$ cat src/rtl/ctrl_unit_pkg.sv
// rtl/ctrl_unit_pkg.sv - shared constants, state and instruction-class types for ctrl_unit
package ctrl_unit_pkg;

   localparam int PC_W_DEF    = 8;
   localparam int ALU_TMO_DEF = 15;
   localparam int INSTR_W     = 16;

   localparam int OPC_HI = 15;
   localparam int OPC_LO = 12;
   localparam int RD_HI  = 11;
   localparam int RD_LO  = 9;
   localparam int RS1_HI = 8;
   localparam int RS1_LO = 6;
   localparam int RS2_HI = 5;
   localparam int RS2_LO = 3;
   localparam int IMM_HI = 7;
   localparam int IMM_LO = 0;

   localparam logic [3:0] OP_NOP = 4'd0;
   localparam logic [3:0] OP_ADD = 4'd1;
   localparam logic [3:0] OP_SUB = 4'd2;
   localparam logic [3:0] OP_AND = 4'd3;
   localparam logic [3:0] OP_OR  = 4'd4;
   localparam logic [3:0] OP_XOR = 4'd5;
   localparam logic [3:0] OP_MOV = 4'd6;
   localparam logic [3:0] OP_LDI = 4'd7;
   localparam logic [3:0] OP_MUL = 4'd8;
   localparam logic [3:0] OP_HLT = 4'd15;

   typedef enum logic [2:0] {
      ST_IDLE   = 3'd0,
      ST_FETCH  = 3'd1,
      ST_DECODE = 3'd2,
      ST_READ   = 3'd3,
      ST_EXEC   = 3'd4,
      ST_WB     = 3'd5,
      ST_HALT   = 3'd6
   } state_e;

   typedef enum logic [2:0] {
      CLS_NOP = 3'd0,
      CLS_HLT = 3'd1,
      CLS_LDI = 3'd2,
      CLS_ALU = 3'd3,
      CLS_ILL = 3'd4
   } instr_class_e;

endpackage

$ cat src/rtl/ctrl_unit_if.sv
// rtl/ctrl_unit_if.sv - instruction-memory, register-file and ALU signals of ctrl_unit
interface ctrl_unit_if
   import ctrl_unit_pkg::*;
#(
   parameter int PC_W = PC_W_DEF
);
   logic [PC_W-1:0]    imem_addr;
   logic [INSTR_W-1:0] imem_rdata;
   logic [2:0]         rs1_addr;
   logic [2:0]         rs2_addr;
   logic [2:0]         rd_addr;
   logic               r_w;
   logic               input_length;
   logic [3:0]         alu_op;
   logic               alu_start;
   logic               alu_done;
   logic               wb_sel;
   logic [7:0]         imm;

   modport master (
      output imem_addr, rs1_addr, rs2_addr, rd_addr, r_w, input_length,
             alu_op, alu_start, wb_sel, imm,
      input  imem_rdata, alu_done
   );

   modport slave (
      input  imem_addr, rs1_addr, rs2_addr, rd_addr, r_w, input_length,
             alu_op, alu_start, wb_sel, imm,
      output imem_rdata, alu_done
   );
endinterface

$ cat src/rtl/ctrl_unit_instr_decoder.sv
// rtl/ctrl_unit_instr_decoder.sv - combinational opcode classification and writeback attributes
module ctrl_unit_instr_decoder
   import ctrl_unit_pkg::*;
(
   input  logic [3:0]   i_opcode,
   input  logic [2:0]   i_rd,
   output instr_class_e o_cls,
   output logic         o_legal,
   output logic         o_input_length,
   output logic         o_wb_sel
);

   always_comb begin
      o_cls          = CLS_ILL;
      o_input_length = 1'b0;
      o_wb_sel       = 1'b0;
      case (i_opcode)
         OP_NOP: o_cls = CLS_NOP;
         OP_HLT: o_cls = CLS_HLT;
         OP_LDI: begin
            o_cls    = CLS_LDI;
            o_wb_sel = 1'b1;
         end
         OP_ADD, OP_SUB, OP_AND, OP_OR, OP_XOR, OP_MOV: o_cls = CLS_ALU;
         // A 16-bit result lands in rd and rd+1, so rd=7 has no room for the low half.
         OP_MUL: begin
            if (i_rd != 3'd7) begin
               o_cls          = CLS_ALU;
               o_input_length = 1'b1;
            end
         end
         default: o_cls = CLS_ILL;
      endcase
   end

   assign o_legal = (o_cls != CLS_ILL);

endmodule

$ cat src/rtl/ctrl_unit.sv
// rtl/ctrl_unit.sv - multi-cycle fetch/decode/execute sequencer driving register file and ALU
module ctrl_unit
   import ctrl_unit_pkg::*;
#(
   parameter int PC_W    = PC_W_DEF,
   parameter int ALU_TMO = ALU_TMO_DEF
) (
   input  logic        i_clk,
   input  logic        i_rst_n,
   input  logic        i_start,
   output logic        o_halted,
   output logic        o_fault,
   ctrl_unit_if.master bus
);

   localparam int TMO_W = $clog2(ALU_TMO + 2);

   state_e              r_state;
   state_e              w_next;
   logic [PC_W-1:0]     r_pc;
   logic [INSTR_W-1:0]  r_ir;
   logic                r_fault;
   logic [TMO_W-1:0]    r_tmo;
   logic                r_len;
   logic                r_wb_sel;

   instr_class_e        w_cls;
   logic                w_legal;
   logic                w_len;
   logic                w_wb_sel;
   logic                w_tmo_hit;
   logic                w_restart;
   logic                w_pc_inc;

   // Decoded straight from imem_rdata in DECODE; only registered copies reach outputs.
   ctrl_unit_instr_decoder u_dec (
      .i_opcode       (bus.imem_rdata[OPC_HI:OPC_LO]),
      .i_rd           (bus.imem_rdata[RD_HI:RD_LO]),
      .o_cls          (w_cls),
      .o_legal        (w_legal),
      .o_input_length (w_len),
      .o_wb_sel       (w_wb_sel)
   );

   assign w_tmo_hit = (r_state == ST_EXEC) && !bus.alu_done && (r_tmo == TMO_W'(ALU_TMO));
   assign w_restart = ((r_state == ST_IDLE) || (r_state == ST_HALT)) && (w_next == ST_FETCH);
   assign w_pc_inc  = ((r_state == ST_DECODE) && (w_cls == CLS_NOP)) || (r_state == ST_WB);

   always_comb begin
      w_next = r_state;
      case (r_state)
         ST_IDLE:   if (i_start) w_next = ST_FETCH;
         ST_HALT:   if (i_start && !r_fault) w_next = ST_FETCH;
         ST_FETCH:  w_next = ST_DECODE;
         ST_DECODE: begin
            case (w_cls)
               CLS_NOP: w_next = ST_FETCH;
               CLS_LDI: w_next = ST_WB;
               CLS_ALU: w_next = ST_READ;
               default: w_next = ST_HALT;
            endcase
         end
         ST_READ:   w_next = ST_EXEC;
         ST_EXEC: begin
            if (bus.alu_done)   w_next = ST_WB;
            else if (w_tmo_hit) w_next = ST_HALT;
         end
         ST_WB:     w_next = ST_FETCH;
         default:   w_next = ST_IDLE;
      endcase
   end

   always_ff @(posedge i_clk or negedge i_rst_n) begin
      if (!i_rst_n) begin
         r_state  <= ST_IDLE;
         r_pc     <= '0;
         r_ir     <= '0;
         r_fault  <= 1'b0;
         r_tmo    <= '0;
         r_len    <= 1'b0;
         r_wb_sel <= 1'b0;
      end else begin
         r_state <= w_next;
         if (w_restart)     r_pc <= '0;
         else if (w_pc_inc) r_pc <= r_pc + PC_W'(1);
         if (r_state == ST_DECODE) begin
            r_ir     <= bus.imem_rdata;
            r_len    <= w_len;
            r_wb_sel <= w_wb_sel;
         end
         if (((r_state == ST_DECODE) && !w_legal) || w_tmo_hit) r_fault <= 1'b1;
         r_tmo <= ((r_state == ST_EXEC) && (w_next == ST_EXEC)) ? r_tmo + TMO_W'(1) : '0;
      end
   end

   assign bus.imem_addr    = r_pc;
   assign bus.rs1_addr     = r_ir[RS1_HI:RS1_LO];
   assign bus.rs2_addr     = r_ir[RS2_HI:RS2_LO];
   assign bus.rd_addr      = r_ir[RD_HI:RD_LO];
   assign bus.alu_op       = r_ir[OPC_HI:OPC_LO];
   assign bus.imm          = r_ir[IMM_HI:IMM_LO];
   assign bus.r_w          = (r_state != ST_WB);
   assign bus.input_length = (r_state == ST_WB) && r_len;
   assign bus.wb_sel       = (r_state == ST_WB) && r_wb_sel;
   assign bus.alu_start    = (r_state == ST_EXEC) && (r_tmo == '0);
   assign o_halted         = (r_state == ST_HALT);
   assign o_fault          = r_fault;

endmodule
$ cat src/flat_wrapper.sv
// flat-port wrapper written by rule: the top's interface ports become plain ports
module ctrl_unit_flat import ctrl_unit_pkg::*;
#(
   parameter int PC_W    = PC_W_DEF,
   parameter int ALU_TMO = ALU_TMO_DEF
)
  (i_clk, i_rst_n, i_start, o_halted, o_fault, bus_imem_addr, bus_rs1_addr, bus_rs2_addr, bus_rd_addr, bus_r_w, bus_input_length, bus_alu_op, bus_alu_start, bus_wb_sel, bus_imm, bus_imem_rdata, bus_alu_done);
  ctrl_unit_if #(.PC_W(PC_W)) bus_i ();
  input  logic i_clk;
  input  logic i_rst_n;
  input  logic i_start;
  output logic o_halted;
  output logic o_fault;
  output wire logic [$bits(bus_i.imem_addr)-1:0] bus_imem_addr;
  output wire logic [$bits(bus_i.rs1_addr)-1:0] bus_rs1_addr;
  output wire logic [$bits(bus_i.rs2_addr)-1:0] bus_rs2_addr;
  output wire logic [$bits(bus_i.rd_addr)-1:0] bus_rd_addr;
  output wire logic [$bits(bus_i.r_w)-1:0] bus_r_w;
  output wire logic [$bits(bus_i.input_length)-1:0] bus_input_length;
  output wire logic [$bits(bus_i.alu_op)-1:0] bus_alu_op;
  output wire logic [$bits(bus_i.alu_start)-1:0] bus_alu_start;
  output wire logic [$bits(bus_i.wb_sel)-1:0] bus_wb_sel;
  output wire logic [$bits(bus_i.imm)-1:0] bus_imm;
  input wire logic [$bits(bus_i.imem_rdata)-1:0] bus_imem_rdata;
  input wire logic [$bits(bus_i.alu_done)-1:0] bus_alu_done;
  assign bus_imem_addr = bus_i.imem_addr;
  assign bus_rs1_addr = bus_i.rs1_addr;
  assign bus_rs2_addr = bus_i.rs2_addr;
  assign bus_rd_addr = bus_i.rd_addr;
  assign bus_r_w = bus_i.r_w;
  assign bus_input_length = bus_i.input_length;
  assign bus_alu_op = bus_i.alu_op;
  assign bus_alu_start = bus_i.alu_start;
  assign bus_wb_sel = bus_i.wb_sel;
  assign bus_imm = bus_i.imm;
  assign bus_i.imem_rdata = bus_imem_rdata;
  assign bus_i.alu_done = bus_alu_done;
  ctrl_unit #(.PC_W(PC_W), .ALU_TMO(ALU_TMO)) u_core (.i_clk(i_clk), .i_rst_n(i_rst_n), .i_start(i_start), .o_halted(o_halted), .o_fault(o_fault), .bus(bus_i));
endmodule
$ cat config.mk
export PLATFORM = sky130hd
export DESIGN_NAME = ctrl_unit_flat
export DESIGN_NICKNAME = d
export VERILOG_FILES = /design/src/rtl/ctrl_unit_pkg.sv /design/src/rtl/ctrl_unit_if.sv /design/src/rtl/ctrl_unit_instr_decoder.sv /design/src/rtl/ctrl_unit.sv /design/src/flat_wrapper.sv
export SDC_FILE = /design/constraint.sdc
export NUM_CORES = 1
export LEC_CHECK = 0
export ABC_AREA = 1
export ABC_CLOCK_PERIOD_IN_PS = 1500
export CORE_MARGIN = 5
export CORE_UTILIZATION = 42
export CTS_CLUSTER_DIAMETER = 30
export DETAILED_ROUTE_END_ITERATION = 10
export PLACE_DENSITY = 0.87
export SETUP_SLACK_MARGIN = 0.3
export SLEW_MARGIN = 20
export SYNTH_ARGS = -nofsm -noshare
export SYNTH_HDL_FRONTEND = slang
export SYNTH_SLANG_ARGS = --single-unit
$ cat constraint.sdc
create_clock -name i_clk -period 1.5 [get_ports i_clk]
set_input_delay 0.3 -clock i_clk [delete_from_list [all_inputs] [get_ports i_clk]]
set_output_delay 0.3 -clock i_clk [all_outputs]
set_load 0.01 [all_outputs]
==> results of run 1 <==
repair_timing:
item,in CTS,in global routing
gates resized for setup,182,19
pin swaps,24,15
setup buffers,23,6
cloned,0,1
setup endpoints to repair,70,49
hold buffers,0,0
flip-flops by register name, summed over array words and instances, names as in the netlist:
name                  count
u_core.r_len              1
u_core.r_state            3
u_core.o_fault            1
u_core.r_tmo              5
u_core.r_wb_sel           1
u_core.bus.imem_addr      8
u_core.r_ir              16
cell usage in the layout (no fill, tap or decap), types with 2 or more instances in the layout:
| cell type | instances |
|---|---|
| nand2_2 | 5 |
| nand3_2 | 5 |
| nand2_1 | 83 |
| clkbuf_8 | 7 |
| o21ai_4 | 2 |
| ha_4 | 2 |
| nand3_1 | 13 |
| inv_4 | 2 |
| o21ai_0 | 4 |
| nand3_4 | 3 |
| clkdlybuf4s50_1 | 19 |
| xnor2_1 | 2 |
| buf_6 | 26 |
| dfrtp_1 | 34 |
| o21ai_1 | 3 |
| nand4_1 | 4 |
| buf_4 | 37 |
| buf_12 | 2 |
| inv_1 | 28 |
| buf_2 | 29 |
| xor2_1 | 3 |
| nor2_2 | 5 |
| nor2_1 | 14 |
| nor2_4 | 4 |
| a21oi_1 | 2 |
worst max-delay path by stage:
stage	cells after the start	startpoint	end	slack (ps)
5_1_grt	9	u_core.r_tmo[0]$_DFF_PN0_	u_core.r_tmo[3]$_DFF_PN0_	-270
4_1_cts	5	u_core.r_tmo[1]$_DFF_PN0_	bus_alu_start	-130
6_report	9	u_core.r_tmo[0]$_DFF_PN0_	u_core.r_tmo[3]$_DFF_PN0_	-190
2_1_floorplan	8	u_core.r_tmo[0]$_DFF_PN0_	u_core.r_tmo[0]$_DFF_PN0_	120
3_3_place_gp	4	u_core.r_state[0]$_DFF_PN0_	bus_alu_start	-180
3_5_place_dp	4	u_core.r_state[0]$_DFF_PN0_	bus_alu_start	-220
worst register-to-register path, delay by kind of cell (launching register included):
| kind | cells | cell delay (ps) |
|---|---|---|
| adder cells (fa/ha/maj) | 2 | 310 |
| buffers and inverters | 1 | 130 |
| flip-flops | 1 | 400 |
| AND/OR/NAND/NOR | 6 | 780 |
per-stage QoR:
step / util (%) / area [sq um] / setup TNS (ps) / hold WS, ps
2_1_floorplan: - / 1883 / 0 / 4.409
3_3_place_gp: 62.12 / 2668 / -1857 / 463.0
3_5_place_dp: 62.12 / 2668 / -2513 / 469.3
4_1_cts: 70.08 / 3009 / -769.1 / 388.9
5_1_grt: 71.82 / 3084 / -3492 / 402.5
6_report: 71.82 / 3084 / -1772 / 389.3
area by class of cell:
type / instances / area (sq um)
fillers: 339 / 1210
multi-input cells: 166 / 965.9
repair buffers: 113 / 945.9
flip-flops and latches: 35 / 877.1
inverters: 32 / 130.1
clock buffers: 8 / 100.1
well taps: 52 / 65.06
power breakdown:
part	leakage [nW]	internal, mW	total (mW)	switching (mW)
Clock	0.0515	0.419	0.750	0.331
Combinational	1.16	1.38	2.71	1.33
Sequential	0.451	1.26	1.47	0.213
metal layers:
layer / routed length, um / part of all wire (%) / up-vias / track usage (%)
met5: 0 / 0 / - / 0
met2: 2806 / 51 / 61 / 34.16
li1: - / - / 969 / -
met1: 2231 / 41 / 893 / 22.48
met4: 144 / 2.6 / 0 / 6.228
met3: 269 / 4.9 / 17 / 4.965
logic make-up (layout without fill, tap and decap cells):
group	Yosys count	in the layout	synth area share (%)
flops	35	35	47.88
simple gates	144	144	33.04
fa+ha+maj	4	4	2.736
buf+inv	40	153	9.370
xor+xnor	5	5	2.394
compound gates	13	13	4.583
==> flow_summary_export.csv, run 1 <==
group,metric,value,unit
pwr,p_leak,1.666,nW
synth,syn_area,1829,sq um
clock_network,clk_latency,290,ps
route,vias,1940,
placement,dpl.hpwl,3274,um
grt,grt_pass1_vias,2092,
sta,final_hold_viol_count,0,
sta,period_needed,1686,ps
sta,worst_pin_slew,415.5,ps
run,cap_violations,0,
sta,finClkSkew,5.677,ps
synth,synth_area_leader_cell,"dfrtp_1",
route,avgViaCountPerCell,4.778,
critical_path,path_max_fanout,5,
sta,setup_viol,17,
placement,finalWeightedCongestion,0.8434,
synth,ys_top_cells_by_count,"89 x nand2_1, 35 x dfrtp_1, 29 x inv_1",
sta,rsz0062_at_grt,"true",
grt,grt_pass1_wl,9246,um
pwr,peakVddDrop,0.8928,mV
clock_network,cts_max_path_buffers,2,
critical_path,crit_chain,"buf_6, ha_4, and3_4, ha_4, nand2_4, nor2_4, nor2_2, nand4_1, nor2_1",
route,first_pass_iters,4,
placement,post-place-cells,368,
sta,layout_setup_ws,-185.9,ps
critical_path,critPathSlowestCell,"dfrtp_1",
finish,n_antenna_cell,0,
die,floorplan.initialDensity,42.60,%
critical_path,cpLargestDelayFamily,"simple AND/OR/NAND/NOR gates",
synth,yosys_warnings,0,
finish,post_route_cells_drive_above_1_share,38.98,%
grt,antenna_found_initial,0,
critical_path,startpoint_type,"register",
critical_path,worstSetupPathType,"register to register",
grt,overflow,0,
synth,syn-instance-count,241,
critical_path,critPathArrivalTime,1890,ps
clock_network,cts-htree-levels,2,
grt,grt_use_total,19.29,%
hold_path,hold_class,"input port to async pin",
critical_path,crit_top_cell,"ha_4",
die,die_y,76.00,um
pwr,power.density,1599,nW/um^2
synth,synth_edf_count,0,
critical_path,cp.required,1700,ps
route,drt-wirelength-per-cell,13.43,um
pwr,power.total,4.933,mW
clock_network,cts-buffers-inserted,5,
clock_network,cts_tree,"yes",
sta,max_freq,593.1,MHz
route,drtAntennaViolNets,0,
synth,syn_nets,265,
route,finalWirelength,5452,um
synth,ys_types,26,
synth,ys_top_cells_by_area,"dfrtp_1 48%, nand2_1 18%, inv_1 6.0%",
placement,place_ws,-222.6,ps
synth,synth_area_per_cell,7.590,sq um
clock_network,cts.sinks,35,
outcome,status,"complete, but fails checks",
critical_path,r2r_end,"u_core.r_tmo[3]$_DFF_PN0_",
route,drt_iter0_drc,49,
outcome,failed_checks,"negative setup slack",
critical_path,critPathBufInv,1,
synth,ys_seq_elements,35,
finish,fin_cells,406,
die,io_pins,55,
finish,syn_to_final_growth,68.60,%
die,rows,24,
die,die_w,76.00,um
die,dieArea,5775,sq um
sta,maxSlewViolCount,0,
synth,yosysMostFrequentCell,"nand2_1",
synth,synth_flop_cell,"dfrtp_1",
sta,slew_headroom,72.08,%
critical_path,reg2reg_depth,9,
critical_path,rrSetupSlack,-190,ps
route,drc,0,
clock_network,cts_root_buffer,"clkbuf_8",
placement,port-buffer-count,54,
critical_path,rr_startpoint,"u_core.r_tmo[0]$_DFF_PN0_",
finish,fin_nets,377,
clock_network,clk_pin_slew_worst_paths,70,ps
critical_path,cp-end-kind,"register",
synth,yosysSeqAreaShare,47.88,%
critical_path,slowest_delay,400,ps
die,core_area,4294,sq um
sta,timing.final.crit_share,112.4,%
synth,ys_async_sr_fraction,100.0,%
grt,grt_max_degree,36,
synth,synth_top_area_share,47.88,%
(Power assumes the default switching activity.)
==> run 2, diff against run 1 <==
Settings changed: PLACE_DENSITY 0.87 to 0.74.
==> run 2 against run 1 <==
  * Critical path type is now register to primary output
  * The run still ends with negative setup slack left
  * Critical path depth fell by 4
  * Clock power rose by 2%
  * Global-route usage fell by 0.064 points
  * First-iteration DRC count rose by 71%
  * Sequential power rose by 5%
  * Largest power group unchanged
  * Routed wire length rose by 12%
  * Power rose by 13%
  * Via count rose by 4.5%
==> flow_summary_export.csv, run 2 (synthesis results as in run 1) <==
group,metric,value,unit
critical_path,path_max_fanout,3,
grt,grt_pass1_vias,1985,
route,finalWirelength,6130,um
grt,overflow,0,
grt,grt_use_total,19.23,%
hold_path,hold_class,"input port to async pin",
finish,fillers,277,
placement,port-buffer-count,54,
sta,period_needed,1650,ps
clock_network,cts-buffers-inserted,5,
sta,finClkSkew,5.582,ps
outcome,failed_checks,"negative setup slack",
sta,max_freq,606.0,MHz
sta,worst_pin_slew,315.2,ps
pwr,pwr-share-clk,13.7,%
clock_network,clk_latency,290,ps
sta,final_hold_viol_count,0,
route,drtAntennaViolNets,0,
critical_path,slowest_delay,440,ps
pwr,power.density,1628,nW/um^2
die,rows,24,
clock_network,cts-htree-levels,2,
grt,antenna_found_initial,0,
clock_network,cts.sinks,35,
finish,syn_to_final_growth,87.28,%
die,floorplan.initialDensity,42.60,%
critical_path,critPathSlowestCell,"dfrtp_2",
critical_path,cp.required,1200,ps
pwr,p_sw,2.228,mW
route,first_pass_iters,4,
pwr,peakVddDrop,1.100,mV
die,io_pins,55,
finish,post_route_cells_drive_above_1_share,50.00,%
clock_network,clk_pin_slew_worst_paths,70,ps
sta,whs,384.5,ps
pwr,combPwrFrac,58.7,%
placement,dpl.hpwl,3252,um
die,dieArea,5775,sq um
route,drc,0,
pwr,sw_frac_of_total,39.94,%
sta,setup_viol,9,
placement,place_ws,-198.1,ps
outcome,status,"complete, but fails checks",
route,drt_iter0_drc,84,
pwr,p_leak,1.797,nW
route,drt-wirelength-per-cell,14.81,um
pwr,p_int,3.350,mW
sta,maxSlewViolCount,0,
finish,n_antenna_cell,0,
finish,ff_latch_area,879.6,sq um
clock_network,cts_tree,"yes",
sta,layout_setup_ws,-150.2,ps
pwr,seqPwrFrac,27.6,%
finish,largest_register_ffs,16,
die,die_w,76.00,um
placement,finalWeightedCongestion,0.8466,
finish,regMostFlops,"u_core.r_ir",
sta,slew_headroom,78.83,%
critical_path,startpoint_type,"register",
finish,fin_nets,385,
sta,rsz0062_at_grt,"true",
critical_path,cp-end-kind,"primary output",
grt,grt_max_degree,36,
grt,grt_pass1_wl,9087,um
finish,multi_input_area,1135,sq um
die,die_y,76.00,um
critical_path,critPathArrivalTime,1350,ps
clock_network,cts_max_path_buffers,2,
critical_path,crit_chain,"buf_6, nor2_4, nand2_2, nor4_4, buf_2",
sta,timing.final.crit_share,110.0,%
finish,layout_common_cells,"60 x nand2_1, 36 x buf_4, 32 x dfrtp_1",
route,vias,2027,
die,core_area,4294,sq um
run,cap_violations,0,
clock_network,cts_root_buffer,"clkbuf_8",
route,avgViaCountPerCell,4.896,
finish,final_common_cell,"nand2_1",
critical_path,worstSetupPathType,"register to primary output",
==> run 2: cell types whose count changed in the layout (fill, tap and decap cells not counted), moves of 3 or more <==
cell	delta
nand2_4	+11
buf_2	-3
o21ai_1	-3
o21ai_2	+5
nor2_4	+3
nand2_1	-23
nand2_2	+12
buf_6	+4
==> run 2: worst max-delay path, delay by kind of cell, from the launching register on <==
kind,cells,cell delay [ps]
buf+inv,2,300
flops,1,440
simple gates,3,310
==> run 2: power by group through the flow <==
| stage | clock (mW) | combinational, mW | sequential [mW] |
|---|---|---|---|
| finish | 0.764 | 3.28 | 1.54 |
| global route | 0.814 | 3.52 | 1.58 |
| CTS | 0.770 | 2.53 | 1.46 |
| detailed placement | 0 | 2.04 | 1.48 |
| global placement | 0 | 2.01 | 1.48 |
| floorplan | 0 | 0.891 | 1.59 |
==> run 2: metal layers <==
| metal | vias to the layer above | share of wire, % | GRT usage (%) |
|---|---|---|---|
| met5 | - | 0 | 0 |
| met2 | 52 | 54 | 33.48 |
| met1 | 967 | 38 | 21.98 |
| met3 | 15 | 4.8 | 5.319 |
| li1 | 993 | - | - |
| met4 | 0 | 3.0 | 7.829 |
==> run 2: final cells by class <==
| type | count | share of cell area (%) |
|---|---|---|
| clock buffer | 8 | 2.922 |
| inverter | 32 | 4.091 |
| multi-input combinational | 166 | 33.13 |
| sequential | 35 | 25.68 |
| tap | 52 | 1.899 |
| timing repair buffer | 119 | 31.77 |
| timing repair inverter | 2 | 0.5113 |
==> run 2: timing repair <==
action	in CTS	in global routing
hold buffers	0	0
endpoints found under the setup margin	70	47
setup buffers	18	12
cloned	2	3
resized for setup	187	79
pin swaps	13	25
endpoints found under the hold margin	0	0
==> run 2: final timing paths <==
| path | start | endpoint | slack, ps | depth (start not counted) |
|---|---|---|---|---|
| min | i_rst_n | u_core.o_fault$_DFFE_PN0P_ | 380 | 2 |
| max in group asynchronous | i_rst_n | u_core.r_state[2]$_DFF_PN0_ | 930 | 2 |
| max reg2reg | u_core.r_tmo[1]$_DFF_PN0_ | u_core.r_state[1]$_DFF_PN0_ | -130 | 10 |
| min reg2reg | u_core.r_ir[2]$_DFFE_PN0P_ | u_core.r_ir[2]$_DFFE_PN0P_ | 480 | 2 |
| max | u_core.r_state[1]$_DFF_PN0_ | bus_alu_start | -150 | 5 |
| min in group i_clk | u_core.r_ir[2]$_DFFE_PN0P_ | u_core.r_ir[2]$_DFFE_PN0P_ | 480 | 2 |
==> run 2: through the flow <==
step	total power, mW	instance area (sq um)	TNS [ps]	utilization [%]	std cells
2_1_floorplan	2.482	1883	0	-	241
3_3_place_gp	3.485	2703	-2258	62.94	371
3_5_place_dp	3.524	2703	-2903	62.94	371
4_1_cts	4.756	3042	-639.9	70.83	399
5_1_grt	5.911	3426	-1700	79.78	414
6_report	5.577	3426	-879.2	79.78	414
==> run 3, diff against run 2 <==
--- a/config.mk
+++ b/config.mk
@@ -12,4 +12,5 @@
 export CTS_CLUSTER_DIAMETER = 30
 export DETAILED_ROUTE_END_ITERATION = 10
+export GPL_TIMING_DRIVEN = 0
 export PLACE_DENSITY = 0.74
 export SETUP_SLACK_MARGIN = 0.3
==> constraint.sdc (replaced) <==
create_clock -name i_clk -period 1.5 [get_ports i_clk]
set_input_delay 0.3 -clock i_clk [delete_from_list [all_inputs] [get_ports i_clk]]
set_output_delay 0.3 -clock i_clk [all_outputs]
set_load 0.05 [all_outputs]
==> run 3 against run 2 <==
  * The flow still finishes with violations (negative setup slack)
  * Power rose by 15%
  * Sequential share of layout area rose by 1.4 points
  * Clock skew grew 3.9 ps
  * Cell count is 4.8% lower
  * Sequential power up 4%
  * Clock-buffer cell count is 1 lower
  * Clock power down 6.7%
  * Routed wire length decreased by 8.5%
  * Critical path depth decreased by 1
  * First-iteration DRC count rose by 80%
  * Hold slack gained 96 ps
  * Critical endpoint unchanged
  * Highest routed layer unchanged
==> flow_summary_export.csv, run 3 (synthesis results as in run 1) <==
group,metric,value,unit
outcome,status,"complete, but fails checks",
outcome,failed_checks,"negative setup slack",
critical_path,crit_chain,"nor2_4, nand2_4, nor4_4, buf_6",
die,die_y,76.00,um
route,drtAntennaViolNets,0,
hold_path,hold_class,"input port to async pin",
critical_path,critPathSlowestCell,"dfrtp_1",
critical_path,cp.required,1200,ps
pwr,pwr-share-clk,11.1,%
sta,layout_setup_ws,-175.2,ps
finish,post_route_cells_drive_above_1_share,47.37,%
grt,grt_pass1_vias,1782,
finish,layout_common_cells,"60 x nand2_1, 36 x buf_6, 28 x buf_4",
critical_path,worstSetupPathType,"register to primary output",
pwr,sw_frac_of_total,47.28,%
finish,syn_to_final_growth,80.16,%
placement,finalWeightedCongestion,0.7562,
route,drt-wirelength-per-cell,14.24,um
grt,grt_pass1_wl,8431,um
die,rows,24,
placement,dpl.hpwl,3108,um
pwr,peakVddDrop,1.275,mV
die,core_area,4294,sq um
finish,fin_nets,365,
critical_path,cpLargestDelayFamily,"flip-flops",
finish,largest_register_ffs,16,
route,drt_iter0_drc,151,
critical_path,critPathArrivalTime,1380,ps
clock_network,cts-htree-levels,2,
sta,finClkSkew,9.486,ps
clock_network,clk_pin_slew_worst_paths,70,ps
clock_network,cts.sinks,35,
critical_path,rr_startpoint,"u_core.r_tmo[0]$_DFF_PN0_",
critical_path,path_max_fanout,3,
critical_path,rrSetupSlack,-120,ps
run,cap_violations,0,
sta,setup_viol,12,
pwr,combPwrFrac,64.1,%
grt,antenna_found_initial,0,
sta,rsz0062_at_grt,"true",
pwr,p_sw,3.039,mW
sta,worst_pin_slew,422.7,ps
route,first_pass_iters,4,
grt,grt_use_total,17.76,%
clock_network,cts-buffers-inserted,5,
sta,period_needed,1675,ps
placement,port-buffer-count,54,
finish,final_area,3296,sq um
sta,whs,480.7,ps
pwr,power.density,1951,nW/um^2
critical_path,r2r_end,"u_core.r_tmo[3]$_DFF_PN0_",
route,drc,0,
sta,maxSlewViolCount,0,
clock_network,cts_tree,"yes",
pwr,seqPwrFrac,24.8,%
placement,post_dp_cell_area,2505,sq um
critical_path,critPathLaunch,"u_core.r_state[0]$_DFF_PN0_",
critical_path,critPathBufInv,1,
die,dieArea,5775,sq um
sta,max_freq,596.9,MHz
finish,n_antenna_cell,0,
critical_path,cp-end-kind,"primary output",
grt,grt_max_degree,21,
route,avgViaCountPerCell,4.909,
route,vias,1934,
finish,final_common_cell,"nand2_1",
pwr,p_leak,1.680,nW
critical_path,reg2reg_depth,8,
clock_network,cts_root_buffer,"clkbuf_8",
grt,overflow,0,
sta,slew_headroom,71.82,%
clock_network,cts_max_path_buffers,2,
clock_network,clk_latency,290,ps
sta,final_hold_viol_count,0,
sta,timing.final.crit_share,111.7,%
critical_path,startpoint_type,"register",
critical_path,slowest_delay,450,ps
route,finalWirelength,5612,um
die,floorplan.initialDensity,42.60,%
pwr,p_int,3.389,mW
die,die_w,76.00,um
finish,regMostFlops,"u_core.r_ir",
die,io_pins,55,
-- run 3: timing repair --
item	4_1_cts	5_1_grt
setup endpoints to repair	68	62
hold buffers	1	0
cloned	1	1
hold endpoints to repair	15	0
pin swaps	8	12
gates resized for setup	270	89
buffers inserted	25	10
-- run 3: power groups by stage --
stage                     Clock (mW)  Combinational (mW)  Sequential (mW)
final                          0.713                4.12             1.60
after CTS                      0.735                3.45             1.53
after detailed placement           0                2.95             1.50
after floorplan                    0                1.17             2.33
after global routing           0.774                4.34             1.64
after global placement             0                2.91             1.50
-- run 3: layout make-up --
cell class                      instances  area [sq um]
Fill cell                             294         998.5
Inverter                               32         138.9
Clock inverter                          1         5.005
Buffer                                  8         93.84
Tap cell                               52         65.06
Clock buffer                            7         86.33
Sequential cell                        35         893.4
Timing Repair Buffer                   93         992.2
Multi-Input combinational cell        166          1021
-- run 3: how the worst max path moves through the flow --
stage,end,cells after the start
2_1_floorplan,bus_alu_start,4
3_3_place_gp,u_core.r_ir[3]$_DFFE_PN0P_,1
3_5_place_dp,bus_alu_start,4
4_1_cts,bus_alu_start,4
5_1_grt,u_core.r_tmo[1]$_DFF_PN0_,8
6_report,bus_alu_start,4
-- run 3: layer usage --
layer / vias to the layer above / wire, um / GRT usage [%] / part of all wire [%]
met5: - / 0 / 0 / 0
met4: 0 / 136 / 6.406 / 2.4
met3: 14 / 315 / 4.610 / 5.6
met2: 55 / 2963 / 29.54 / 53
met1: 920 / 2196 / 22.05 / 39
li1: 945 / - / - / -
-- run 3: metrics by stage --
stage	total power [mW]	worst slack (ps)	util, %	std cells	setup TNS, ps
after floorplan	3.504	-53.22	-	241	-74.90
after global placement	4.410	-826.9	57.81	347	-31700
after detailed placement	4.453	-576.5	58.33	348	-6498
after CTS	5.716	-163.9	67.60	383	-919.6
after global routing	6.755	-261.4	76.75	394	-2481
final	6.428	-175.2	76.75	394	-1270
